--- config.mk ---
export PLATFORM = sky130hd
export DESIGN_NAME = tick_debouncer
export DESIGN_NICKNAME = d
export VERILOG_FILES = /design/src/rtl/tick_debouncer.sv
export SDC_FILE = /design/constraint.sdc
export NUM_CORES = 1
export LEC_CHECK = 0
export CORE_AREA = 10 10 47 49
export CTS_CLUSTER_DIAMETER = 150
export DETAILED_ROUTE_END_ITERATION = 12
export DIE_AREA = 0 0 57 59
export HOLD_SLACK_MARGIN = 0.06
export SYNTH_ARGS = -nofsm -noshare
export SYNTH_HDL_FRONTEND = slang
export SYNTH_SLANG_ARGS = --single-unit
--- constraint.sdc ---
create_clock -name clk50m -period 2.6 [get_ports clk50m]
set_clock_uncertainty 0.1 [all_clocks]
set_input_delay 0.39 -clock clk50m [delete_from_list [all_inputs] [get_ports clk50m]]
set_output_delay 0.39 -clock clk50m [all_outputs]
set_load 0.05 [all_outputs]
--- src/rtl/tick_debouncer.sv ---
// Tick-paced button debouncer: 2-FF synchroniser, four-state window FSM, rise/fall strobes.
// Define TICK_DEBOUNCER_PRESS_CNT_EN to add the 8-bit press_cnt output.
module tick_debouncer #(
   parameter int unsigned STABLE_TICKS = 4
) (
   input  logic       clk50m,
   input  logic       rst_n,
   input  logic       btn_raw,
   input  logic       sample_tick,
   output logic       btn_level,
   output logic       btn_rise,
   output logic       btn_fall
`ifdef TICK_DEBOUNCER_PRESS_CNT_EN
   ,
   output logic [7:0] press_cnt
`endif
);

   localparam int unsigned CNT_W = $clog2(STABLE_TICKS + 1);
   localparam logic [CNT_W-1:0] CntLast = CNT_W'(STABLE_TICKS - 1);

   localparam logic [1:0] StLowStable  = 2'd0;
   localparam logic [1:0] StLowWait    = 2'd1;
   localparam logic [1:0] StHighStable = 2'd2;
   localparam logic [1:0] StHighWait   = 2'd3;

   logic             s1_q, s2_q;
   logic [1:0]       state_q, state_d;
   logic [CNT_W-1:0] cnt_q, cnt_d;
   logic             level_q, level_d;
   logic             rise_q, rise_d;
   logic             fall_q, fall_d;

   always_ff @(posedge clk50m or negedge rst_n) begin
      if (!rst_n) begin
         s1_q <= 1'b0;
         s2_q <= 1'b0;
      end else begin
         s1_q <= btn_raw;
         s2_q <= s1_q;
      end
   end

   // A bounce (s2 back at the stable level) takes priority over a tick in the same cycle.
   always_comb begin
      state_d = state_q;
      cnt_d   = cnt_q;
      level_d = level_q;
      rise_d  = 1'b0;
      fall_d  = 1'b0;
      case (state_q)
         StLowStable: begin
            if (s2_q) begin
               state_d = StLowWait;
               cnt_d   = '0;
            end
         end
         StLowWait: begin
            if (!s2_q) begin
               state_d = StLowStable;
               cnt_d   = '0;
            end else if (sample_tick && (cnt_q == CntLast)) begin
               state_d = StHighStable;
               cnt_d   = '0;
               level_d = 1'b1;
               rise_d  = 1'b1;
            end else if (sample_tick) begin
               cnt_d = cnt_q + CNT_W'(1);
            end
         end
         StHighStable: begin
            if (!s2_q) begin
               state_d = StHighWait;
               cnt_d   = '0;
            end
         end
         StHighWait: begin
            if (s2_q) begin
               state_d = StHighStable;
               cnt_d   = '0;
            end else if (sample_tick && (cnt_q == CntLast)) begin
               state_d = StLowStable;
               cnt_d   = '0;
               level_d = 1'b0;
               fall_d  = 1'b1;
            end else if (sample_tick) begin
               cnt_d = cnt_q + CNT_W'(1);
            end
         end
         default: begin
            state_d = StLowStable;
            cnt_d   = '0;
            level_d = 1'b0;
         end
      endcase
   end

   always_ff @(posedge clk50m or negedge rst_n) begin
      if (!rst_n) begin
         state_q <= StLowStable;
         cnt_q   <= '0;
         level_q <= 1'b0;
         rise_q  <= 1'b0;
         fall_q  <= 1'b0;
      end else begin
         state_q <= state_d;
         cnt_q   <= cnt_d;
         level_q <= level_d;
         rise_q  <= rise_d;
         fall_q  <= fall_d;
      end
   end

   assign btn_level = level_q;
   assign btn_rise  = rise_q;
   assign btn_fall  = fall_q;

`ifdef TICK_DEBOUNCER_PRESS_CNT_EN
   logic [7:0] press_q, press_d;

   // Counts on rise_d so the new value appears in the same clock as btn_rise.
   always_comb begin
      press_d = press_q;
      if (rise_d) begin
         press_d = press_q + 8'd1;
      end
   end

   always_ff @(posedge clk50m or negedge rst_n) begin
      if (!rst_n) begin
         press_q <= 8'd0;
      end else begin
         press_q <= press_d;
      end
   end

   assign press_cnt = press_q;
`endif

endmodule

# After elaboration in Yosys (flattened, before gate mapping)

Cells that the tools add are included.

Memories: 0
Input port bits: 4
RAM bits: 0
Bits in read-only memories: 0
Logic and storage cells: 50
Output and inout port bits: 3
Bits in registers: 10
Latch bits: 0

Multiplexer cells: 24
$add $sub $neg: 1
Bitwise logic cells: 0
Reductions and logical operators: 6
Equality and inequality tests: 12
Shifts and indexed selects: 0
Multiply operators: 0
Div/mod/pow operators: 0
Order comparisons: 0

Operators by type and width:

| operator                                            | count |
|---|---|
| 2-to-1 mux 3 bit                                    | 6 |
| 2-to-1 mux 2 bit                                    | 6 |
| != test 2 bit, second input constant                | 6 |
| case mux 3 bit (4 select lines)                     | 1 |
| 2-to-1 mux 1 bit                                    | 9 |
| case mux 2 bit (4 select lines)                     | 1 |
| != test 3 bit, second input constant                | 2 |
| AND reduction 5 bit                                 | 1 |
| equality test 2 bit, second input constant          | 2 |
| AND reduction 4 bit                                 | 1 |
| adder 3 x 1 -> 3 bit, second input constant         | 1 |
| equality test 3 x 2 -> 1 bit, second input constant | 1 |
| equality test 2 x 1 -> 1 bit, second input constant | 1 |
| zero test 2 bit                                     | 1 |
| case mux 1 bit (2 select lines)                     | 1 |
| AND reduction 2 bit                                 | 1 |
| nonzero test 2 bit                                  | 1 |
| logical AND 1 bit                                   | 1 |

# Longest topological paths before layout

Gate-level depths: netlist of the first run.

Depth in word-level cells: 5
Mapped depth: 5
Mapped depth without buffers: 5

# Worst setup path after synthesis of the first run

No wires, ideal clock.

Path type: register to register
From: register cnt_q[0]
To: register level_q, in the netlist btn_level
Slack: 1.201 ns
Cell stages (with the launch flop): 6
Period minus slack after synthesis: 1.399 ns
Path buffers: 0
Arrival: 1.173 ns
Setup time: 0.126 ns
Required time: 2.374 ns
Path through: dfrtp_1 ha_1 ha_1 and3_1 a21oi_1 a21oi_1

Cells in the longest elaborated chain, start to end: 4
Elaborated cells on any way between the ends: 5
Those cells by class: eq/ne: 3; reduce/logical: 2

RTL lines:

| element                                  | RTL line | text |
|---|---|---|
| start: declaration                       | 29       | `logic [CNT_W-1:0] cnt_q, cnt_d;` |
| start signal: assignment                 | 107      | `cnt_q <= cnt_d;` |
| equality test 3 x 2 -> 1 bit (*)         | 62, 81   |  |
| logical AND 1 bit (*)                    | 62, 81   |  |
| != test 2 bit (no source line)           | --       |  |
| AND reduction 5 bit (no source line) (*) | --       |  |
| end signal: assignment                   | 108      | `level_q <= level_d;` |
| end: declaration                         | 30       | `logic level_q, level_d;` |

Every way passes the cells marked *; elsewhere a longest branch is shown, timed or not.
A chain may end at the register's enable or synchronous reset.

# Worst setup path after layout of the first run

From: register level_q, in the netlist btn_level
To: output port btn_level

RTL lines:

| element          | RTL line | text |
|---|---|---|
| end: declaration | 10       | `output logic btn_level,` |

No word-level cell between the ends.

==> metrics, run 1 <==
Final Setup Violations 0; Die Ht 59 um; vias per cell 4.625; CP Capture Type output port; H-tree depth 1; worst ir drop on vdd just under 0.3 mV; CTS max path bufs 2; top-count cell post-synth dfrtp_1; Synth area leaders dfrtp_1 (58%), mux2i_1 (6.9%), ha_1 (5.8%); r2r startpoint cnt_q[0]; post-synthesis sequential area ratio 0.5764; Num CTS Buffers 3; DRT Pass-1 Iters 4; Synthesized Nets 45; Area growth syn-to-layout 25.65%; antenna violations before repair 0; die area 3363 um^2; Setup WS pre-CTS 0.9594 ns; Yosys cell types 16; Rel. slew slack 0.6661; Fin. Hold Viols 0; final WL 734 um; final core occ 0.3893; reg2reg setup slack 1.12 ns; diode count 0; worst r2r dst btn_level; min-delay src s1_q; fin nets 55; Resize count post-CTS 0; Crit Path Max Fanout 3; total track usage 0.04660; Hold Path Depth 0; area share of the leading cell type in the synthesized netlist 0.5764; CP max-delay cell clkdlybuf4s50_1; unrepaired setup endpoints after global routing no; Syn Std Cell Area 434.2 um^2; first-pass GRT wire length 1.214 mm; postcts setup bufs 0; I/O pin count 7; Post-synth ARST share 1.000; total power per unit cell area 657.1 nW/um^2; post-DP HPWL 560.5 um; Yosys Warn Count 0; DRT iter0 DRCs 4; Crit Path Class flip-flop to output port; outcome finished clean; r2r worst-path depth 5; TNS Setup 0 ns; Final ANT Viol Nets 0; Synth Flop Type dfrtp_1; DIE WIDTH around 57 um; placed cell area 509.2 um^2; row count 14; Hold EP s2_q; Worst-Margin Slew 0.4993 ns; GP Congestion 0.6783; clk slew on worst S/H paths 0.07 ns; DR WL/cell around 11 um; register bit total from synthesis 10; final instance area between 500 and 600 um^2; CP delay by family, top buffers and inverters; vias in the first global route 295; drc violations 0; Tightest Hold Check Type flip-flop to flip-flop; # hold bufs at CTS 0; TritonCTS Sinks 10; share of cells above drive strength 1 0.1042; CP peak stage delay 0.81 ns; max-cap viol count 0; Starting Density 0.3098; largest net degree at the start of global routing 11; Mean Syn Cell Area 11.13 um^2; Fmax between 500 and 600 MHz; Mapped Cells 39; Final period util 0.7438; CTS tree done; crit-path cells clkdlybuf4s50_1; area leader, netlist dfrtp_1; Final Max Tran Viols 0; Clock Tree Root clkbuf_4; Worst-Skew Late Latency ~0.26 ns; crit path buf inv count 1; core area 1401 um^2; fin crit period 1.934 ns; gr ovfl total 0; leakage 0.2586 nW; WP data arrival 1.44 ns; IO Port Bufs 6; list of most frequent post-synthesis cells dfrtp_1 (10), nand2_1 (6), nor2_1 (4), mux2i_1 (3), o22ai_1 (3); Post-synth EDFFs 0; Final Worst Setup Slack 0.6661 ns; via count about 300; Min Hold Slack between 0.2 and 0.3 ns; crit start category flip-flop; required time worst endpoint ~2.1 ns
-- flip-flops by register name, indices dropped and copies added (netlist names), named ones only --
register,flops
btn_fall,1
btn_level,1
btn_rise,1
cnt_q,3
s1_q,1
s2_q,1
state_q,1
-- cells in the final DEF, fill, tap and decap left out --
cell type and n:
nand2b_4 1, inv_1 1, nand3_1 1, and3_1 1, a21oi_1 2, nor2_1 4
nand2_1 6, o22ai_1 3, o21ai_0 1, nor3b_1 1, dfrtp_1 10, mux2i_1 3
clkdlybuf4s50_1 6, xnor2_1 1, clkbuf_8 1, ha_1 2, clkbuf_4 3, and2b_1 1
-- per-layer routing --
| layer | track usage | vias to the layer above | wire length (um) |
|---|---|---|---|
| met4 | 0.04027 | 0 | 0 |
| met3 | 0.02146 | 0 | 42 |
| li1 | - | 152 | - |
| met1 | 0.05704 | 137 | 381 |
| met5 | 0 | - | 0 |
| met2 | 0.05891 | 7 | 311 |
-- worst max-delay path by stage --
stage	start	to	slack [ns]	depth (start not counted)
2_1_floorplan	cnt_q[0]	btn_level	1.20	5
3_3_place_gp	btn_level	btn_level	0.96	1
3_5_place_dp	btn_level	btn_level	0.96	1
4_1_cts	btn_level	btn_level	0.66	1
5_1_grt	btn_level	btn_level	0.64	1
6_report	btn_level	btn_level	0.67	1
-- area by class of cell --
cell class / instances / area, um^2
fill: 152 / 855.8
tap: 16 / 20.02
sequential: 10 / 250.2
timing repair buffer: 6 / 60.06
multi-input combinational: 27 / 175.2
inverter: 1 / 3.754
clock buffer: 4 / 36.28
-- cells by family (layout without fill, tap and decap cells) --
kind of cell | count (synthesis) | after routing | share of synthesized area
AOI/OAI and AO/OA | 6 | 6 | 0.07780
xor gates and xnor gates | 1 | 1 | 0.02018
adders and majority gates | 2 | 2 | 0.05763
buffers and inverters | 2 | 11 | 0.02015
DFF | 10 | 10 | 0.5764
muxes | 3 | 3 | 0.06917
and+or+nand+nor | 15 | 15 | 0.1787
-- worst register-to-register path: cells and delay by family (launching register included) --
family                     cells  cell delay [ns]
adders and majority gates      2             0.44
AOI/OAI and AO/OA              2             0.20
and+or+nand+nor                1             0.23
DFF                            1             0.40
-- per-stage QoR --
step / std cells / total power [mW]
floorplan: 39 / 0.2079
global placement: 60 / 0.2221
detailed placement: 60 / 0.2238
CTS: 64 / 0.3607
global route: 64 / 0.3752
finish: 64 / 0.3585
-- power breakdown --
part | internal [mW] | switching, mW | total (mW)
combinational | 0.0217 | 0.0218 | 0.0435
clock | 0.0850 | 0.0536 | 0.139
sequential | 0.165 | 0.0110 | 0.176
(Power assumes the default switching activity.)
==> run 2: changes to the inputs <==
Clock period 2.6 ns to 1.7 ns, I/O delays scaled along.
==> run 2 against run 1 <==
Power increased by 35%; sequential cell count unchanged; via count increased by 3.7%; cell count decreased by 1.6%; routed wire length decreased by 4.0%; core utilization decreased by 1.5 points; register-to-register slack got worse by 0.92 ns; largest cell class unchanged; hold slack got worse by 0.050 ns; sequential power increased by 53%; die area unchanged; sequential share of layout area increased by 1.9 points.
==> metrics, run 2 (synthesis results as in run 1) <==
Tightest Hold Check Type input pin to asynchronous set/reset pin; GR peak layer met2; CP max-delay cell dfrtp_1; fin nets 55; highest-count cells in the layout ignoring fill and taps dfrtp_1 (10), nand2_1 (6), nor2_1 (4); Worst-Skew Late Latency 0.26 ns; TNS Setup 0 ns; DR WL/cell between 10 and 15 um; postcts setup bufs 0; unrepaired setup endpoints after global routing no; Final period util 0.8796; largest net degree at the start of global routing 11; first-pass GRT wire length between 1 and 1.5 mm; worst ir drop on vdd 0.3756 mV; outcome finished clean; met1 Use GR 0.04716; fin crit period around 1.5 ns; TritonCTS Sinks 10; CTS max path bufs 2; total track usage 0.04785; Clock Tree Root clkbuf_4; CP peak stage delay approximately 0.40 ns; max FFs per register 3; via count around 310; I/O pin count 7; global-route met3 utilization 0.03219; Final Setup Violations 0; Final Power 0.4847 mW; met2 Use GR 0.06822; CTS tree done; die area approximately 3400 um^2; Starting Density 0.3098; Num CTS Buffers 3; DRT iter0 DRCs 6; gr ovfl total 0; Layout Cells excl Fill 63; row count 14; Fmax 668.7 MHz; vias in the first global route 314; post-DP HPWL 563.5 um; required time worst endpoint around 1.7 ns; crit start category flip-flop; Worst-Margin Slew roughly 0.43 ns; crit path buf inv count 0; leakage 0.2576 nW; diode count 0; Die Ht 59 um; clk slew on worst S/H paths 0.06 ns; Crit Path Max Fanout 5; Fin. Hold Viols 0; CP delay by family, top adder cells; Setup crit start cnt_q[0]; H-tree depth 1; total power per unit cell area 924.6 nW/um^2; Most flops, register cnt_q; DIE WIDTH 57 um; final WL 705 um; max-cap viol count 0; IO Port Bufs 6; drc violations 0; Final Max Tran Viols 0; # hold bufs at CTS 0; Resize count post-CTS 0; commonest non-fill, non-tap cell in the layout dfrtp_1; Placed Cells 60; share of cells above drive strength 1 0.1489; r2r startpoint cnt_q[0]; crit-path cells ha_1 -> ha_1 -> and3_1 -> a21oi_1 -> a21oi_1; DRT Pass-1 Iters 3; Final ANT Viol Nets 0; WP data arrival 1.53 ns; Rel. slew slack 0.7120; antenna violations before repair 0; vias per cell 4.873; core area ~1400 um^2; GP Congestion 0.7565; Crit Path Class flip-flop to flip-flop; CP Capture Type flip-flop; Area growth syn-to-layout 20.75%
run 2: layout make-up:
type	count	area [um^2]
fillers	154	877.1
flip-flops and latches	10	250.2
multi-input cells	27	175.2
repair buffers	6	52.55
clock buffers	3	22.52
well taps	16	20.02
inverters	1	3.754
run 2: worst paths after layout:
| path | end | slack [ns] | cells past startpoint |
|---|---|---|---|
| worst max-delay path | btn_level | 0.20 | 5 |
| worst min-delay path | s1_q | 0.20 | 1 |
| worst max register to register | btn_level | 0.20 | 5 |
| worst min register to register | s2_q | 0.25 | 0 |
| max in group asynchronous | cnt_q[1] | 0.99 | 1 |
| min in group clk50m | s2_q | 0.25 | 0 |
run 2: layer usage:
metal,share of wire,vias up
met1,0.43,147
met2,0.46,7
met4,0.024,0
met3,0.084,4
li1,-,149
met5,0,-
run 2: power breakdown:
part | switching [mW] | internal, mW
clock network | 0.0682 | 0.0810
logic | 0.0328 | 0.0323
registers | 0.0171 | 0.253
run 2: per-stage QoR:
stage,util,worst slack (ns),hold slack (ns),instance area (um^2)
final,0.3741,0.2046,0.2043,524.3
after global routing,0.3741,0.09840,0.2257,524.3
after CTS,0.3741,0.1920,0.2131,524.3
after floorplan,-,0.3009,-0.1406,434.2
after detailed placement,0.3580,0.1801,0.2413,501.7
after global placement,0.3580,0.2048,0.2345,501.7
==> run 3: changes to the inputs <==
Settings changed: ABC_CLOCK_PERIOD_IN_PS set to 1700, PLACE_DENSITY set to 0.62.
==> run 3 against run 2 <==
Die area did not move; hold slack got worse by 0.016 ns; sequential power barely moved; core utilization rose by 0.98 points; critical endpoint unchanged; largest power group unchanged; highest routed layer unchanged.
==> metrics, run 3 (synthesis results as in run 1) <==
Num CTS Buffers 3; switching pwr 0.1294 mW; required time worst endpoint 1.75 ns; final WL 678 um; vias in the first global route 300; worst r2r dst btn_level; Fmax 670.1 MHz; first-pass GRT wire length 1.186 mm; Pint 0.4154 mW; Fin. Hold Viols 0; Clock Tree Root clkbuf_4; Die Ht around 60 um; Final Max Tran Viols 0; reg2reg setup slack 0.21 ns; Most flops, register cnt_q; via count 297; H-tree depth 1; Worst-Margin Slew a little over 0.4 ns; core area 1401 um^2; gr ovfl total 0; row count 14; WP data arrival 1.54 ns; Rel. slew slack 0.7229; Worst-Skew Late Latency 0.26 ns; highest-count cells in the layout ignoring fill and taps dfrtp_1 (10), nand2_1 (6), nor2_1 (4); total track usage 0.04443; Sw Share 0.2375; TritonCTS Sinks 10; Min Hold Slack approximately 0.19 ns; CP Capture Type flip-flop; Crit Path Class flip-flop to flip-flop; fin crit period 1.492 ns; Final ANT Viol Nets 0; drc violations 0; postcts setup bufs 0; outcome finished clean; CTS tree done; antenna violations before repair 0; DRT iter0 DRCs 1; die area around 3400 um^2; total power per unit cell area 1013 nW/um^2; max FFs per register 3; commonest non-fill, non-tap cell in the layout dfrtp_1; sequential power share 0.495; clock network power share 0.386; TNS Setup 0 ns; share of cells above drive strength 1 0.1667; DR WL/cell 10.59 um; fin nets 55; Resize count post-CTS 0; Crit Path Max Fanout 5; Area growth syn-to-layout 23.92%; crit start category flip-flop; largest net degree at the start of global routing 11; leakage 0.2648 nW; max-cap viol count 0; r2r startpoint cnt_q[0]; I/O pin count 7; Tightest Hold Check Type input pin to asynchronous set/reset pin; Final Setup Violations 0; vias per cell 4.641; Comb power frac 0.119; worst ir drop on vdd 0.4145 mV; IO Port Bufs 6; # hold bufs at CTS 0; Final period util 0.8779; GP Congestion 0.7196; diode count 0; DRT Pass-1 Iters 2; unrepaired setup endpoints after global routing no; DIE WIDTH 57 um; clk slew on worst S/H paths approximately 0.06 ns; r2r worst-path depth 5; Starting Density 0.3098; CTS max path bufs 2
## run 3: cell types whose count changed in the layout (fill, tap and decap cells not counted), sizes merged
cell    previous run  this run
clkbuf             3         4
## run 3: cell type report
type,count,area (um^2)
fill,147,863.3
sequential,10,250.2
multi-input combinational,27,175.2
timing repair buffer,6,52.55
clock buffer,4,36.28
tap,16,20.02
inverter,1,3.754
## run 3: layer usage
metal	vias up	global-route usage	wire [um]
met5	-	0	0
met4	0	0.03020	20
met3	2	0.02575	60
met2	7	0.06512	291
met1	135	0.04733	306
li1	153	-	-
## run 3: worst max path at each step
stage | from | endpoint | slack, ns | cells past startpoint
2_1_floorplan | cnt_q[0] | btn_level | 0.30 | 5
3_3_place_gp | sample_tick | btn_level | 0.21 | 4
3_5_place_dp | sample_tick | btn_level | 0.17 | 4
4_1_cts | cnt_q[0] | btn_level | 0.18 | 5
5_1_grt | cnt_q[0] | btn_level | 0.09 | 5
6_report | cnt_q[0] | btn_level | 0.21 | 5
## run 3: worst max-delay path, cell delays in order, from the launching register on
cell	delay (ns)
dfrtp_1	0.40
ha_1	0.21
ha_1	0.23
and3_1	0.23
a21oi_1	0.14
a21oi_1	0.05
## run 3: stage by stage
stage,instance area [um^2],utilization,power (mW),worst slack (ns),instances
CTS,538.0,0.3839,0.5492,0.1836,64
finish,538.0,0.3839,0.5448,0.2076,64
detailed placement,501.7,0.3580,0.3403,0.1733,60
global placement,501.7,0.3580,0.3390,0.2093,60
global route,538.0,0.3839,0.5753,0.09285,64
floorplan,434.2,-,0.3180,0.3009,39
## run 3: power by group through the flow
| stage | Sequential (mW) | Combinational (mW) | Clock [mW] |
|---|---|---|---|
| global route | 0.273 | 0.0741 | 0.229 |
| finish | 0.269 | 0.0647 | 0.211 |
| detailed placement | 0.274 | 0.0662 | 0 |
| floorplan | 0.278 | 0.0400 | 0 |
| CTS | 0.270 | 0.0664 | 0.213 |
| global placement | 0.274 | 0.0652 | 0 |
